--- config.mk ---
export PLATFORM = sky130hd
export DESIGN_NAME = usb_bit_unstuffer
export DESIGN_NICKNAME = d
export VERILOG_FILES = /design/src/rtl/usb_pkg.sv /design/src/rtl/usb_bit_unstuffer.sv
export SDC_FILE = /design/constraint.sdc
export NUM_CORES = 1
export LEC_CHECK = 0
export CORE_MARGIN = 3
export CORE_UTILIZATION = 46
export DETAILED_ROUTE_END_ITERATION = 7
export HOLD_SLACK_MARGIN = 0.08
export PLACE_DENSITY_LB_ADDON = 0.25
export SLEW_MARGIN = 30
export SYNTH_ARGS = -nofsm -noshare
export SYNTH_HDL_FRONTEND = slang
export SYNTH_SLANG_ARGS = --single-unit
--- constraint.sdc ---
create_clock -name clk -period 1.6 [get_ports clk]
set_input_delay 0.4 -clock clk [delete_from_list [all_inputs] [get_ports clk]]
set_output_delay 0.4 -clock clk [all_outputs]
set_load 0.01 [all_outputs]
--- src/rtl/usb_pkg.sv ---
// Constants shared by the USB bit stuffer and unstuffer.
package usb_pkg;

  localparam int USB_STUFF_RUN_LEN = 6;
  localparam int USB_STRIP_CNT_W   = 8;

endpackage

--- src/rtl/usb_bit_unstuffer.sv ---
// USB receive bit unstuffer: drops the 0 inserted after each run of RUN_LEN ones,
// flags stuffing violations and counts stripped bits per packet.
import usb_pkg::*;

module usb_bit_unstuffer #(
  parameter int RUN_LEN = USB_STUFF_RUN_LEN
) (
  input  logic       clk,
  input  logic       nRST,
  input  logic       pkt_active,
  input  logic       en,
  input  logic       in_bit,
  output logic       out_bit,
  output logic       out_valid,
  output logic       stuff_err,
  output logic [7:0] strip_cnt
);

  localparam int CNT_W = $clog2(RUN_LEN + 1);
  localparam logic [CNT_W-1:0] ONES_MAX = CNT_W'(RUN_LEN);

  typedef enum logic [1:0] {
    IDLE,
    RUN,
    EXPECT_ZERO,
    ERROR
  } state_t;

  state_t           state, state_n;
  logic [CNT_W-1:0] ones_cnt, ones_n, ones_inc;
  logic             out_bit_n, out_valid_n, stuff_err_n;
  logic [7:0]       strip_cnt_n;

  function automatic logic [7:0] sat_inc(input logic [7:0] v);
    return (v == 8'hFF) ? v : v + 8'd1;
  endfunction

  assign ones_inc = ones_cnt + CNT_W'(1);

  always_comb begin
    state_n     = state;
    ones_n      = ones_cnt;
    out_bit_n   = 1'b0;
    out_valid_n = 1'b0;
    stuff_err_n = stuff_err;
    strip_cnt_n = strip_cnt;

    // Dropping pkt_active wins over any bit presented in the same cycle.
    if (!pkt_active) begin
      state_n     = IDLE;
      ones_n      = '0;
      stuff_err_n = 1'b0;
    end else begin
      case (state)
        IDLE, RUN: begin
          if (state == IDLE) begin
            strip_cnt_n = '0;
            stuff_err_n = 1'b0;
          end
          state_n = RUN;
          if (en) begin
            out_valid_n = 1'b1;
            out_bit_n   = in_bit;
            if (in_bit) begin
              ones_n = ones_inc;
              if (ones_inc == ONES_MAX) state_n = EXPECT_ZERO;
            end else begin
              ones_n = '0;
            end
          end
        end
        EXPECT_ZERO: begin
          if (en) begin
            if (in_bit) begin
              stuff_err_n = 1'b1;
              state_n     = ERROR;
            end else begin
              ones_n      = '0;
              strip_cnt_n = sat_inc(strip_cnt);
              state_n     = RUN;
            end
          end
        end
        ERROR: begin
          stuff_err_n = 1'b1;
        end
        default: begin
          state_n = IDLE;
          ones_n  = '0;
        end
      endcase
    end
  end

  // Output/state register stage
  always_ff @(posedge clk or negedge nRST) begin
    if (!nRST) begin
      state     <= IDLE;
      ones_cnt  <= '0;
      out_bit   <= 1'b0;
      out_valid <= 1'b0;
      stuff_err <= 1'b0;
      strip_cnt <= '0;
    end else begin
      state     <= state_n;
      ones_cnt  <= ones_n;
      out_bit   <= out_bit_n;
      out_valid <= out_valid_n;
      stuff_err <= stuff_err_n;
      strip_cnt <= strip_cnt_n;
    end
  end

endmodule

* Yosys cells after proc, flatten, opt, wreduce, memory -nomap -nowiden
Cells that the tools add are included.
Cells by class: add/sub/neg operators 2, equal/unequal tests 15, mux-type cells 29, reduce and logical (&&, ||, !) cells 7
Operators by type and width (number):
- $mux W8 | 4
- $pmux W8 S2 | 1
- $mux W3 | 5
- $ne A3 B3 Y1 const B | 5
- $mux W2 | 6
- $mux W1 | 10
- $add A8 B1 Y8 const B | 1
- $eq A8 B8 Y1 const B | 1
- $ne A2 B2 Y1 const B | 4
- $pmux W3 S2 | 1
- $reduce_and A6 Y1 | 1
- $eq A2 B2 Y1 const B | 2
- $pmux W2 S2 | 1
- $reduce_and A4 Y1 | 1
- $add A3 B1 Y3 const B | 1
- $eq A3 B3 Y1 const B | 1
- $ne A3 B1 Y1 const B | 1
- $pmux W1 S3 | 1
- $reduce_and A3 Y1 | 1
- $eq A2 B1 Y1 const B | 1
- $logic_not A2 Y1 | 1
- $reduce_and A2 Y1 | 1
- $reduce_bool A2 Y1 | 1
- $reduce_or A2 Y1 | 1
Word-level totals: bits in registers 16

* Depth between registers and ports, before layout
Gate-level depths: netlist (run 1).
word-level depth 7, depth in mapped cells 5

* Least setup slack after synthesis (run 1)
No wires, ideal clock.
path kind register to register, from register strip_cnt[0], to register strip_cnt[6], arrival 1.470 ns, path slack 0.004 ns, cell stages (with the launch flop) 6, cells stage by stage dfrtp_1 ha_1 nand3_1 nor4_2 nor2_1 a221o_2
Between the ends: word-level cells in the longest chain between the ends 5, elaborated cells on any way between the ends 8, classes of those cells add/sub (1); eq/ne (2); mux (4); reduce/logical (1)
Ends and longest elaborated chain:
- start, declared | line usb_bit_unstuffer.sv:16 | output logic [7:0] strip_cnt
- start signal, assigned | line usb_bit_unstuffer.sv:110 | strip_cnt <= strip_cnt_n;
- $add A8 B1 Y8 | line usb_bit_unstuffer.sv:35 | return (v == 8'hFF) ? v : v + 8'd1;
- $mux W8 | line usb_bit_unstuffer.sv:35
- $mux W8 | line usb_bit_unstuffer.sv:74 | if (in_bit) begin
- $mux W8 | line usb_bit_unstuffer.sv:73 | if (en) begin
- $pmux W8 S2 | line usb_bit_unstuffer.sv:54 | case (state)
Parallel ways exist; a longest one is shown, timed or not. The select of a mux whose other input is x is not followed. A chain may end at the register's enable or synchronous reset.

* Worst setup path in the final report (run 1)
from register strip_cnt[0], to register strip_cnt[0]
Same word-level chain as after synthesis.

==> results by stage, run 1 <==
Status:
- The flow ran to the end, but the final reports show violations.
- The checks that failed: setup timing.

Drt:
- The number of optimization iterations in the first detailed-route pass is 4.
- The ratio of routed vias to standard cells is 5.59.
- The post-detailed-route count of antenna-violating nets is 0.
- In the final routed layout, each cell accounts on average for 15.1 um.
- For this block, the routed nets add up to 2.42 mm of wire.
- The count of routing violations after the opening detailed-route iteration is 20.
- The via total after detailed routing is 895.
- For this run, design rule violations remaining after detail routing come to 0.

Global route:
- The first global-routing pass estimated 4.00 mm of wire.
- The number of global-route vias before repair came to 907.
- The total congestion overflow after global routing is 0.
- Entering global routing, the biggest net connects 17 pins.
- The number of antenna violations at the first check in global routing is 0.
- The global-route total usage across every layer is 0.203.

Floorplanning:
- The area inside the core boundary is 0.00182 sq mm.
- The die covers 0.00259 sq mm.
- Measured along the y axis, the die boundary spans 50.9 um.
- The die is 50.9 um wide.
- Pin placement for this block handled 16 I/O pins.
- For this configuration, the core starts out at a cell density of 0.509.
- The number of core rows is 15.

Clock network:
- Clock latency on the worst-skew pair, taken at its later pin, is 0.30 ns.
- Counting the buffers created by CTS gives 3.
- The number of clock sinks seen by CTS is 16.
- The CTS H-tree depth is 1.
- The clock transition at the registers of the reported paths is 0.11 ns.
- The clock root buffer is sky130_fd_sc_hd__clkbuf_4.
- In this run the deepest clock path goes through 2 buffers.
- TritonCTS built the clock tree.

Final layout:
- Summing all flip-flop and latch instances after layout gives 402 sq um.
- The layout filler cell count is 133.
- Once layout is complete, the utilization of the core stands at 0.757.
- The area growth from synthesis to layout is 48.6%.
- Summing all multi-input logic gate instances after layout gives 552 sq um.
- The final design instance area without fill is 0.00138 sq mm.
- The post-route non-filler standard cell count is 160.
- Of the cells placed in the final design, the portion with a size suffix greater than 1 is 0.319.
- The number of antenna diodes in the final layout is 0.
- The post-layout net count is 144.

Worst setup path:
- The worst reg2reg path endpoint is strip_cnt[0].
- Of all nets on the critical path, the largest fanout is 4.
- The required time of the worst setup path is 1.81 ns.
- The worst setup path is captured at a register.
- The worst register-to-register path has a depth of 7.
- The minimum setup slack among reg-to-reg paths is -0.002 ns.
- The kind of start point of the critical path is a register.
- The critical path is of the register to register type.
- The startpoint of the worst register-to-register path is strip_cnt[0].
- The endpoint arrival time on the critical path is 1.82 ns.

Run:
- The tool flagged a number of max-cap violations equal to 0.

Power and ir drop:
- The worst vdd rail ir drop is 0.596 mV.
- The static power due to leakage is 0.673 nW.
- The post-route total power is 0.784 mW.
- The total power divided by cell area is 569 mW/mm^2.

Synthesis:
- Synthesis produced 95 cells.
- The share of the Yosys chip area taken by registers is 0.432.
- The number of warning messages in the yosys log is 0.
- The mean post-synth cell area is 9.76 sq um.
- The mapped netlist covers 927 sq um.
- The netlist uses 38 different library cells.
- When the netlist entered floorplanning its net count stood at 103.
- The flop and latch count out of synthesis is 16.
- After synthesis, the share of flip-flops with an asynchronous set or reset is 1.00.
- The count of flip-flops with a built-in enable after synthesis is 0.
- The dominant register cell in the synthesized netlist is sky130_fd_sc_hd__dfrtp_1.

STA:
- Between clock sinks in the finished design, the worst skew comes to 0.0118 ns.
- The max-slew violation count was 0.
- The number of hold-slack violations in the final timing report is 0.
- In this run the tightest slew margin relative to its limit is 0.753.
- The worst-case setup margin in the final layout is -0.00244 ns.
- The time the final worst path needs with I/O delays and setup is 1.60 ns.
- Setup repair after global routing could not meet its margin everywhere.
- For this run, the top clock speed supported by timing is 624 MHz.
- Setup violations remaining at the end of the flow were counted as 1.
- The final clock period utilization by the worst path is 1.00.
- The worst-margin pin slew is 0.370 ns.

Placement:
- The congestion estimate from routability-driven global placement came to 0.906.
- The HPWL after detailed placement is 1.63 mm.
- The count of port buffers added during placement is 15.
- The total cell area at the placement stage is 0.00121 sq mm.
- Counting tap cells, the placed design contains a total of 148 instances.
- OpenSTA, run right after detailed placement, puts the worst setup slack at -0.323 ns.

Min path:
- The tightest min-delay check is of the primary input to asynchronous set/reset pin type.
==> area by class of cell <==
class | count | share of cell area
multi-input combinational | 73 | 0.401
clock buffer | 4 | 0.0263
inverter | 3 | 0.00817
sequential | 16 | 0.292
tap | 25 | 0.0227
timing repair buffer | 39 | 0.251
==> synth_stat cells (all sizes together) (2+ instances only) <==
cell type | count | area [sq um]
nor4 | 2 | 18.8
dfrtp | 16 | 400
nand3b | 2 | 15.0
o311ai | 2 | 32.5
a41o | 2 | 22.5
and3 | 3 | 20.0
nand2 | 18 | 67.6
or2b | 2 | 15.0
o21ai | 8 | 40.0
nor3 | 2 | 10.0
a21boi | 3 | 22.5
nor2 | 5 | 18.8
clkbuf | 2 | 8.75
a21oi | 3 | 15.0
ha | 3 | 37.5
inv | 3 | 11.3
==> worst max path at each step <==
stage,start,to,slack (ns)
finish,strip_cnt[0],strip_cnt[0],-0.002
global route,strip_cnt[7],strip_cnt[0],-0.06
CTS,strip_cnt[6],strip_cnt[6],0.002
detailed placement,in_bit,strip_cnt[7],-0.32
global placement,in_bit,strip_cnt[7],-0.28
floorplan,strip_cnt[0],strip_cnt[6],0.004
==> cells in the final DEF, fill, tap and decap left out, drive strengths merged, types with 2 or more instances in the layout <==
master and count:
a41o 2, a21boi 3, and3 3, dlymetal6s2s 2, a21oi 3, o21ai 8
ha 3, nor3 2, o311ai 2, nand2 18, clkbuf 4, inv 3
or2b 2, dfrtp 16, buf 24, nor2 5, nor4 2, dlygate4sd2 7
nand3b 2, clkdlybuf4s50 6
==> routing by layer <==
metal,global-route usage,wire length (um)
met1,0.254,1050
met2,0.357,1220
met3,0.0466,123
met4,0.0448,36
met5,0,0
==> stage by stage <==
stage	setup TNS [ns]	hold WS [ns]
2_1_floorplan	0	0.104
6_report	-0.00244	0.419
3_3_place_gp	-1.75	0.493
3_5_place_dp	-2.21	0.504
4_1_cts	0	0.441
5_1_grt	-0.136	0.439
==> logic make-up (layout without fill, tap and decap cells) <==
logic type | count (synthesis) | in the layout | share of synthesized area
compound gates | 27 | 27 | 0.246
fa+ha+maj | 3 | 3 | 0.0405
mux | 1 | 1 | 0.0108
flops | 16 | 16 | 0.432
xor+xnor | 1 | 1 | 0.00945
simple gates | 41 | 41 | 0.232
buf+inv | 6 | 46 | 0.0297
==> timing repair <==
item                                    in CTS  in global routing
pin swaps                                    2                  5
setup buffers                               10                  0
endpoints found under the setup margin      11                 10
resized for setup                           14                 11
hold buffers                                 0                  0
==> worst max-delay path, cell delays in order, from the launching register on <==
cell,delay (ns)
sky130_fd_sc_hd__dfrtp_1,0.42
sky130_fd_sc_hd__buf_6,0.13
sky130_fd_sc_hd__ha_4,0.16
sky130_fd_sc_hd__buf_6,0.12
sky130_fd_sc_hd__a41oi_4,0.20
sky130_fd_sc_hd__buf_6,0.16
sky130_fd_sc_hd__nand2_4,0.06
sky130_fd_sc_hd__o311ai_4,0.26
==> state kept, by name, indices dropped and copies added (netlist names) <==
register	cells
ones_cnt	3
out_bit	1
out_valid	1
state	2
strip_cnt	8
stuff_err	1
==> power by group <==
group	internal [mW]	switching (mW)
clock	0.139	0.140
combinational	0.0472	0.0455
sequential	0.410	0.00318
No activity file was read; power rests on OpenSTA's default activity.
==> run 2: changes to the inputs <==
--- a/config.mk
+++ b/config.mk
@@ -11,5 +11,4 @@
 export HOLD_SLACK_MARGIN = 0.08
 export PLACE_DENSITY_LB_ADDON = 0.25
-export SLEW_MARGIN = 30
 export SYNTH_ARGS = -nofsm -noshare
 export SYNTH_HDL_FRONTEND = slang
==> constraint.sdc (replaced) <==
create_clock -name clk -period 1.6 [get_ports clk]
set_input_delay 0.32 -clock clk [delete_from_list [all_inputs] [get_ports clk]]
set_output_delay 0.32 -clock clk [all_outputs]
set_load 0.01 [all_outputs]
==> run 2 against run 1 <==
Against the previous run: the run now ends clean; combinational power down 17%; die area unchanged; fmax up 1.2%; sequential power is essentially flat; cell count shrank 1.3%; count of clock-buffer cells in the layout did not move; cell area is 3.3% lower; total power decreased by 1.6%; worst setup slack improved by 0.018 ns; clock power about the same; global-route usage fell by 2.3 points; largest power group unchanged; highest routed layer unchanged.
==> results by stage, run 2 (same netlist as run 1, synthesis figures left out) <==
Global route:
- The met3 routing resource usage after global routing is 0.0262 (-0.0204).
- The largest net degree at the start of global routing is 17 (unchanged).
- The number of global-route vias before repair is 805 (-11%).
- The global routing stage identified its most utilized layer as met2.
- The met1 layer usage reported by global route came to 0.246 (-0.00794).
- The met2 usage is 0.289 (-0.0674).
- The first-pass GRT wire length was 3.57 mm (-11%).
- The global-route total usage across every layer is 0.180 (-0.0232).
- The total congestion overflow after global routing is 0 (unchanged).
- The number of antenna violations at the first check in global routing was 0 (unchanged).

Worst setup path:
- The critical path buffer and inverter count was 1 (-2).
- The maximum fanout encountered on the critical timing path was 4 (unchanged).
- The cell depth of the worst flop-to-flop path was 5 (-2).
- STA classifies the critical path startpoint as a register.
- The worst setup path is captured at a primary output.
- The endpoint arrival time on the critical path is 1.26 ns (-0.56 ns).
- The critical path class is register to primary output.
- The required time of the worst setup path is 1.28 ns (-0.53 ns).
- The slowest stage of the critical path belongs to the cell sky130_fd_sc_hd__clkdlybuf4s50_1.
- The minimum setup slack among reg-to-reg paths is 0.05 ns (+0.05 ns).
- The worst reg2reg path endpoint is strip_cnt[6].
- Walking the worst path, the cells encountered are clkdlybuf4s50_1.
- The largest incremental delay on the critical path is 0.55 ns (+0.13 ns).
- The category of cells accounting for the largest share of critical-path delay is buffers and inverters.
- The worst register-to-register path begins at strip_cnt[0].

STA:
- The time the final worst path needs with I/O delays and setup was 1.58 ns (-0.0184 ns).
- The maximum clock rate is 631 MHz (+1.2%).
- The number of hold-slack violations in the final timing report is 0 (unchanged).
- The max-slew violation count is 0 (unchanged).
- The worst-margin pin slew is 0.363 ns (-0.00692 ns).
- The worst slew margin relative to its limit came to 0.758 (+0.00462).
- The clock skew is 0.0171 ns (+0.00527 ns).
- The number of failing setup endpoints in the final timing report is 0 (-1).
- The final clock period utilization by the worst path was 0.990 (-0.0115).

Final layout:
- The post-layout net count was 142 (-1.4%).
- The post-route non-filler standard cell count came to 158 (-1.3%).
- Ranked by flip-flop count, first place goes to strip_cnt.
- The most common cell after layout, fill and taps aside is sky130_fd_sc_hd__buf_4.
- The largest registers in the layout are strip_cnt (8), ones_cnt (3), state (2).
- The final design instance area without fill is 0.00133 sq mm (-3.3%).
- The number of flip-flops in the largest register is 8 (unchanged).
- Compared with the post-synthesis result, the final layout area differs by 43.7%.
- Leaving out fill and tap cells, the most frequent cells in the layout are sky130_fd_sc_hd__buf_4 (20), sky130_fd_sc_hd__nand2_1 (18), sky130_fd_sc_hd__dfrtp_1 (14).
- The number of inserted diodes is 0 (unchanged).
- The fraction of final layout cells sized beyond drive strength 1 is 0.308 (-0.0102).

Floorplanning:
- The number of I/O pins is 16 (unchanged).
- The initial core utilization is 0.509 (unchanged).
- The area inside the core boundary is 0.00182 sq mm (unchanged).
- The number of core rows was 15 (unchanged).
- The area enclosed by the die boundary is 0.00259 sq mm (unchanged).
- The chip width is 50.9 um (unchanged).
- The die boundary height is 50.9 um (unchanged).

Status:
- The flow ran to the end, and the final reports show no timing, DRC or antenna violations.

Run:
- The max-cap check violation count came to 0 (unchanged).

Placement:
- The count of port buffers added during placement was 15 (unchanged).
- The HPWL after detailed placement came to 1.56 mm (-4.7%).
- The routability congestion estimate came to 0.856 (-5.6%).
- The total cell area at the placement stage was 0.00120 sq mm (-0.62%).
- The total instance count after detailed placement is 147 (-0.68%).

Clock network:
- The number of clock sinks seen by CTS is 16 (unchanged).
- The clock transition at the registers of the reported paths is 0.11 ns (about the same).
- The number of buffers inserted for hold repair after clock tree synthesis came to 0 (unchanged).
- The CTS H-tree depth is 1 (unchanged).
- CTS placed an instance of sky130_fd_sc_hd__clkbuf_4 at the clock tree root.
- The deepest clock path buffer count came to 2 (unchanged).
- The number of CTS-inserted buffers is 3 (unchanged).
- TritonCTS built the clock tree.
- The clock latency on the worst-skew pair is 0.30 ns (about the same).

Drt:
- The detailed-route wire length per cell is 14.5 um (-4.2%).
- The number of design rule violations left after detail routing is 0 (unchanged).
- The count of routing violations after the opening detailed-route iteration is 18 (-10%).
- The via total after detailed routing was 888 (-0.78%).
- The ratio of routed vias to standard cells came to 5.62 (+0.47%).
- The post-detailed-route count of antenna-violating nets is 0 (unchanged).
- The final wirelength is 2.29 mm (-5.4%).
- The number of optimization iterations in the first detailed-route pass came to 4 (unchanged).

Power and ir drop:
- The static power due to leakage was 0.586 nW (-13%).
- The total power divided by cell area is 579 mW/mm^2 (+1.7%).
- The post-route total power is 0.772 mW (-1.6%).
- The worst vdd rail ir drop came to 0.491 mV (-18%).

Min path:
- The type of the worst min-delay path is primary input to asynchronous set/reset pin.
[run 2: cell types whose count changed in the layout (fill, tap and decap cells not counted), sizes merged]
cell | previous run | this run
a41oi | 1 | 2
buf | 24 | 21
clkdlybuf4s50 | 6 | 11
dlygate4sd2 | 7 | 4
dlymetal6s2s | 2 | 0
[run 2: area by class of cell]
| cell class | count | area [sq um] |
|---|---|---|
| flip-flops and latches | 16 | 403 |
| multi-input cells | 74 | 536 |
| clock buffers | 4 | 36.3 |
| inverters | 3 | 11.3 |
| well taps | 25 | 31.3 |
| repair buffers | 36 | 315 |
| fillers | 140 | 488 |
[run 2: report_power, final]
group	leakage, nW	internal [mW]	total [mW]	switching (mW)
Combinational	0.350	0.0367	0.0773	0.0406
Sequential	0.216	0.410	0.413	0.00308
Clock	0.0210	0.139	0.282	0.143
[run 2: metrics by stage]
step / setup WS (ns) / setup TNS, ns / hold slack, ns / util
after floorplan: 0.00376 / 0 / 0.0244 / -
after global placement: -0.200 / -1.08 / 0.490 / 0.662
after detailed placement: -0.268 / -1.52 / 0.507 / 0.662
after CTS: 0.00439 / 0 / 0.340 / 0.686
after global routing: -0.0385 / -0.0420 / 0.354 / 0.732
final: 0.0160 / 0 / 0.318 / 0.732
[run 2: repair_timing]
action | 4_1_cts | 5_1_grt
gates cloned | 0 | 1
setup buffers | 1 | 5
resized for setup | 7 | 3
endpoints found under the setup margin | 6 | 7
pin swaps | 0 | 2
[run 2: worst max-delay path by stage]
stage,startpoint,end,slack (ns),cells past startpoint
detailed placement,in_bit,strip_cnt[7],-0.27,5
floorplan,strip_cnt[0],strip_cnt[6],0.004,5
global route,strip_cnt[1],strip_cnt[6],-0.04,5
finish,strip_cnt[7],strip_cnt[7],0.02,1
CTS,strip_cnt[4],strip_cnt[4],0.004,1
global placement,in_bit,strip_cnt[7],-0.20,5
[run 2: per-layer routing]
| metal | up-vias | part of all wire |
|---|---|---|
| met5 | - | 0 |
| met4 | 0 | 0.0074 |
| met3 | 4 | 0.041 |
| met2 | 23 | 0.47 |
| met1 | 431 | 0.48 |
| li1 | 430 | - |
==> run 3: changes to the inputs <==
CORE_MARGIN = 8   (was 3)
==> run 3 against run 2 <==
Against the previous run: clock skew fell by 0.014 ns; hold slack gained 0.037 ns; count of clock-buffer cells in the layout fell by 1; flip-flop and latch count stayed put; non-clock buffer count rose by 1; critical path type is now primary input to register; largest cell class unchanged.
==> results by stage, run 3 (same netlist as run 1, synthesis figures left out) <==
Run:
- The max-cap check violation count is 0 (unchanged).

STA:
- The number of failing setup endpoints in the final timing report is 0 (unchanged).
- The maximum clock rate is 643 MHz (+1.9%).
- The worst slew margin relative to its limit is 0.759 (+0.000911).
- The clock skew is 0.00339 ns (-0.0137 ns).
- The final-layout worst hold slack came to 0.355 ns (+0.0370 ns).
- The time the final worst path needs with I/O delays and setup is 1.56 ns (-0.0289 ns).
- The number of hold-slack violations in the final timing report is 0 (unchanged).
- The worst-margin pin slew is 0.359 ns (-0.00459 ns).
- The final clock period utilization by the worst path is 0.972 (-0.0181).
- The max-slew violation count is 0 (unchanged).

Placement:
- The total cell area at the placement stage is 0.00122 sq mm (+1.5%).
- The routability congestion estimate is 0.793 (-7.4%).
- The HPWL after detailed placement was 1.60 mm (+2.5%).
- The count of port buffers added during placement is 15 (unchanged).

Drt:
- The via total after detailed routing is 885 (-0.34%).
- The count of routing violations after the opening detailed-route iteration is 14 (-4).
- The number of design rule violations left after detail routing is 0 (unchanged).
- The final wirelength is 2.29 mm (unchanged).
- The number of optimization iterations in the first detailed-route pass is 4 (unchanged).
- The detailed-route wire length per cell is 14.3 um (-1.2%).
- The ratio of routed vias to standard cells is 5.53 (-1.6%).
- The post-detailed-route count of antenna-violating nets is 0 (unchanged).

Status:
- The run finished with clean final reports.

Clock network:
- The CTS H-tree depth came to 1 (unchanged).
- The clock root buffer is sky130_fd_sc_hd__clkbuf_4.
- The clock latency on the worst-skew pair came to 0.28 ns (-0.02 ns).
- The number of clock sinks seen by CTS is 16 (unchanged).
- The deepest clock path buffer count is 2 (unchanged).
- TritonCTS built the clock tree.
- The clock transition at the registers of the reported paths is 0.09 ns (-0.02 ns).
- The number of CTS-inserted buffers is 3 (unchanged).

Final layout:
- The library cell used most frequently in the layout, excluding fill and tap cells, is sky130_fd_sc_hd__buf_4.
- The number of flip-flops in the largest register is 8 (unchanged).
- In the layout the commonest cells are sky130_fd_sc_hd__buf_4 (22), sky130_fd_sc_hd__nand2_1 (18), sky130_fd_sc_hd__dfrtp_1 (13).
- The largest registers in the layout are strip_cnt (8), ones_cnt (3), state (2).
- The number of inserted diodes came to 0 (unchanged).
- The final design instance area without fill is 0.00131 sq mm (-2.0%).
- The area growth from synthesis to layout is 40.9%.
- The post-layout net count is 143 (+0.70%).
- The fraction of final layout cells sized beyond drive strength 1 is 0.301 (-0.00752).
- The utilization of the core after routing is 0.680 (-0.0523).
- strip_cnt holds more flip-flops than any other register.
- The layout filler cell count is 172 (+23%).

Floorplanning:
- The area inside the core boundary is 0.00192 sq mm (+5.6%).
- The die boundary height is 60.9 um (+20%).
- The area enclosed by the die boundary came to 0.00371 sq mm (+43%).
- The chip width was 60.9 um (+20%).
- The number of I/O pins is 16 (unchanged).
- The initial core utilization is 0.482 (-0.0269).
- The number of core rows is 16 (+1).

Worst setup path:
- The worst reg2reg path endpoint is strip_cnt[7].
- For this design, the slowest cell found on the critical path is sky130_fd_sc_hd__clkdlybuf4s50_1.
- The maximum fanout encountered on the critical timing path is 6 (+2).
- The kind of start point of the critical path is a primary input.
- The critical path starts at in_bit.
- The largest incremental delay on the critical path is 0.45 ns (-0.10 ns).
- The required time of the worst setup path is 1.79 ns (+0.51 ns).
- The startpoint of the worst register-to-register path is strip_cnt[5].
- The endpoint arrival time on the critical path is 1.75 ns (+0.49 ns).
- The critical path class is primary input to register.
- The critical path goes through clkdlybuf4s50_1, nand2b_2, a41oi_4, nand4_1, o311ai_2.
- The category of cells accounting for the largest share of critical-path delay is compound AO/OA/AOI/OAI gates.
- The critical path buffer and inverter count is 1 (unchanged).
- The capturing element type of the critical path is a register.
- The minimum setup slack among reg-to-reg paths is 0.09 ns (+0.04 ns).
- The cell depth of the worst flop-to-flop path is 5 (unchanged).

Global route:
- The number of antenna violations at the first check in global routing is 0 (unchanged).
- The largest net degree at the start of global routing is 17 (unchanged).
- The first-pass GRT wire length is 3.77 mm (+5.6%).
- The global-route total usage across every layer is 0.133 (-0.0469).
- The total congestion overflow after global routing is 0 (unchanged).
- The number of global-route vias before repair came to 899 (+12%).

Min path:
- The type of the worst min-delay path is primary input to asynchronous set/reset pin.

Power and ir drop:
- The worst vdd rail ir drop is 0.488 mV (-0.42%).
- The total power divided by cell area is 538 mW/mm^2 (-7.1%).
- The post-route total power is 0.703 mW (-8.9%).
- The static power due to leakage was 0.592 nW (+0.98%).
## run 3: cell count changes in the layout (fill, tap and decap cells not counted)
| cell | previous run | this run |
|---|---|---|
| sky130_fd_sc_hd__buf_4 | 20 | 22 |
| sky130_fd_sc_hd__nor4_4 | 0 | 1 |
| sky130_fd_sc_hd__dfrtp_1 | 14 | 13 |
| sky130_fd_sc_hd__buf_12 | 1 | 0 |
| sky130_fd_sc_hd__nand3_2 | 1 | 0 |
| sky130_fd_sc_hd__nor4_2 | 1 | 0 |
| sky130_fd_sc_hd__clkdlybuf4s50_1 | 11 | 9 |
| sky130_fd_sc_hd__ha_1 | 2 | 3 |
| sky130_fd_sc_hd__ha_4 | 1 | 0 |
| sky130_fd_sc_hd__clkbuf_8 | 1 | 0 |
| sky130_fd_sc_hd__dlygate4sd2_1 | 4 | 6 |
| sky130_fd_sc_hd__dfrtp_2 | 2 | 3 |
| sky130_fd_sc_hd__nand3_1 | 0 | 1 |
## run 3: metal layers
metal	global-route usage	vias to the layer above	share of wire
met2	0.240	19	0.52
met1	0.142	427	0.43
li1	-	437	-
met5	0	-	0
met4	0.0631	0	0.0061
met3	0.0318	2	0.049
## run 3: worst max-delay path by stage
stage,endpoint,slack [ns],cells past startpoint
2_1_floorplan,strip_cnt[6],0.004,5
3_3_place_gp,strip_cnt[7],-0.24,5
3_5_place_dp,strip_cnt[7],-0.30,5
4_1_cts,strip_cnt[7],0.004,5
5_1_grt,strip_cnt[7],-0.0004,5
6_report,strip_cnt[7],0.04,5
## run 3: timing repair
item                                    4_1_cts  5_1_grt
pin swaps                                     0        1
gates cloned                                  0        1
endpoints found under the setup margin        8        6
setup buffers                                 3        2
endpoints found under the hold margin         0        0
gates resized for setup                       9        2
hold buffers                                  0        0
## run 3: final cells by class
class	count	area (sq um)	area share
tap	27	33.8	0.0259
multi-input combinational	74	527	0.403
sequential	16	404	0.309
clock buffer	3	22.5	0.0172
inverter	3	11.3	0.00862
timing repair buffer	37	308	0.236
## run 3: power breakdown
group	leakage [nW]	switching, mW	total, mW	internal, mW
clock network	0.0138	0.122	0.209	0.0873
logic	0.364	0.0413	0.0811	0.0398
registers	0.214	0.00310	0.413	0.410
## run 3: stage by stage
stage | setup slack, ns | cells | setup TNS [ns]
finish | 0.0449 | 160 | 0
global route | -0.000363 | 160 | -0.000363
CTS | 0.00407 | 157 | 0
detailed placement | -0.301 | 151 | -1.70
global placement | -0.236 | 151 | -1.37
floorplan | 0.00376 | 95 | 0
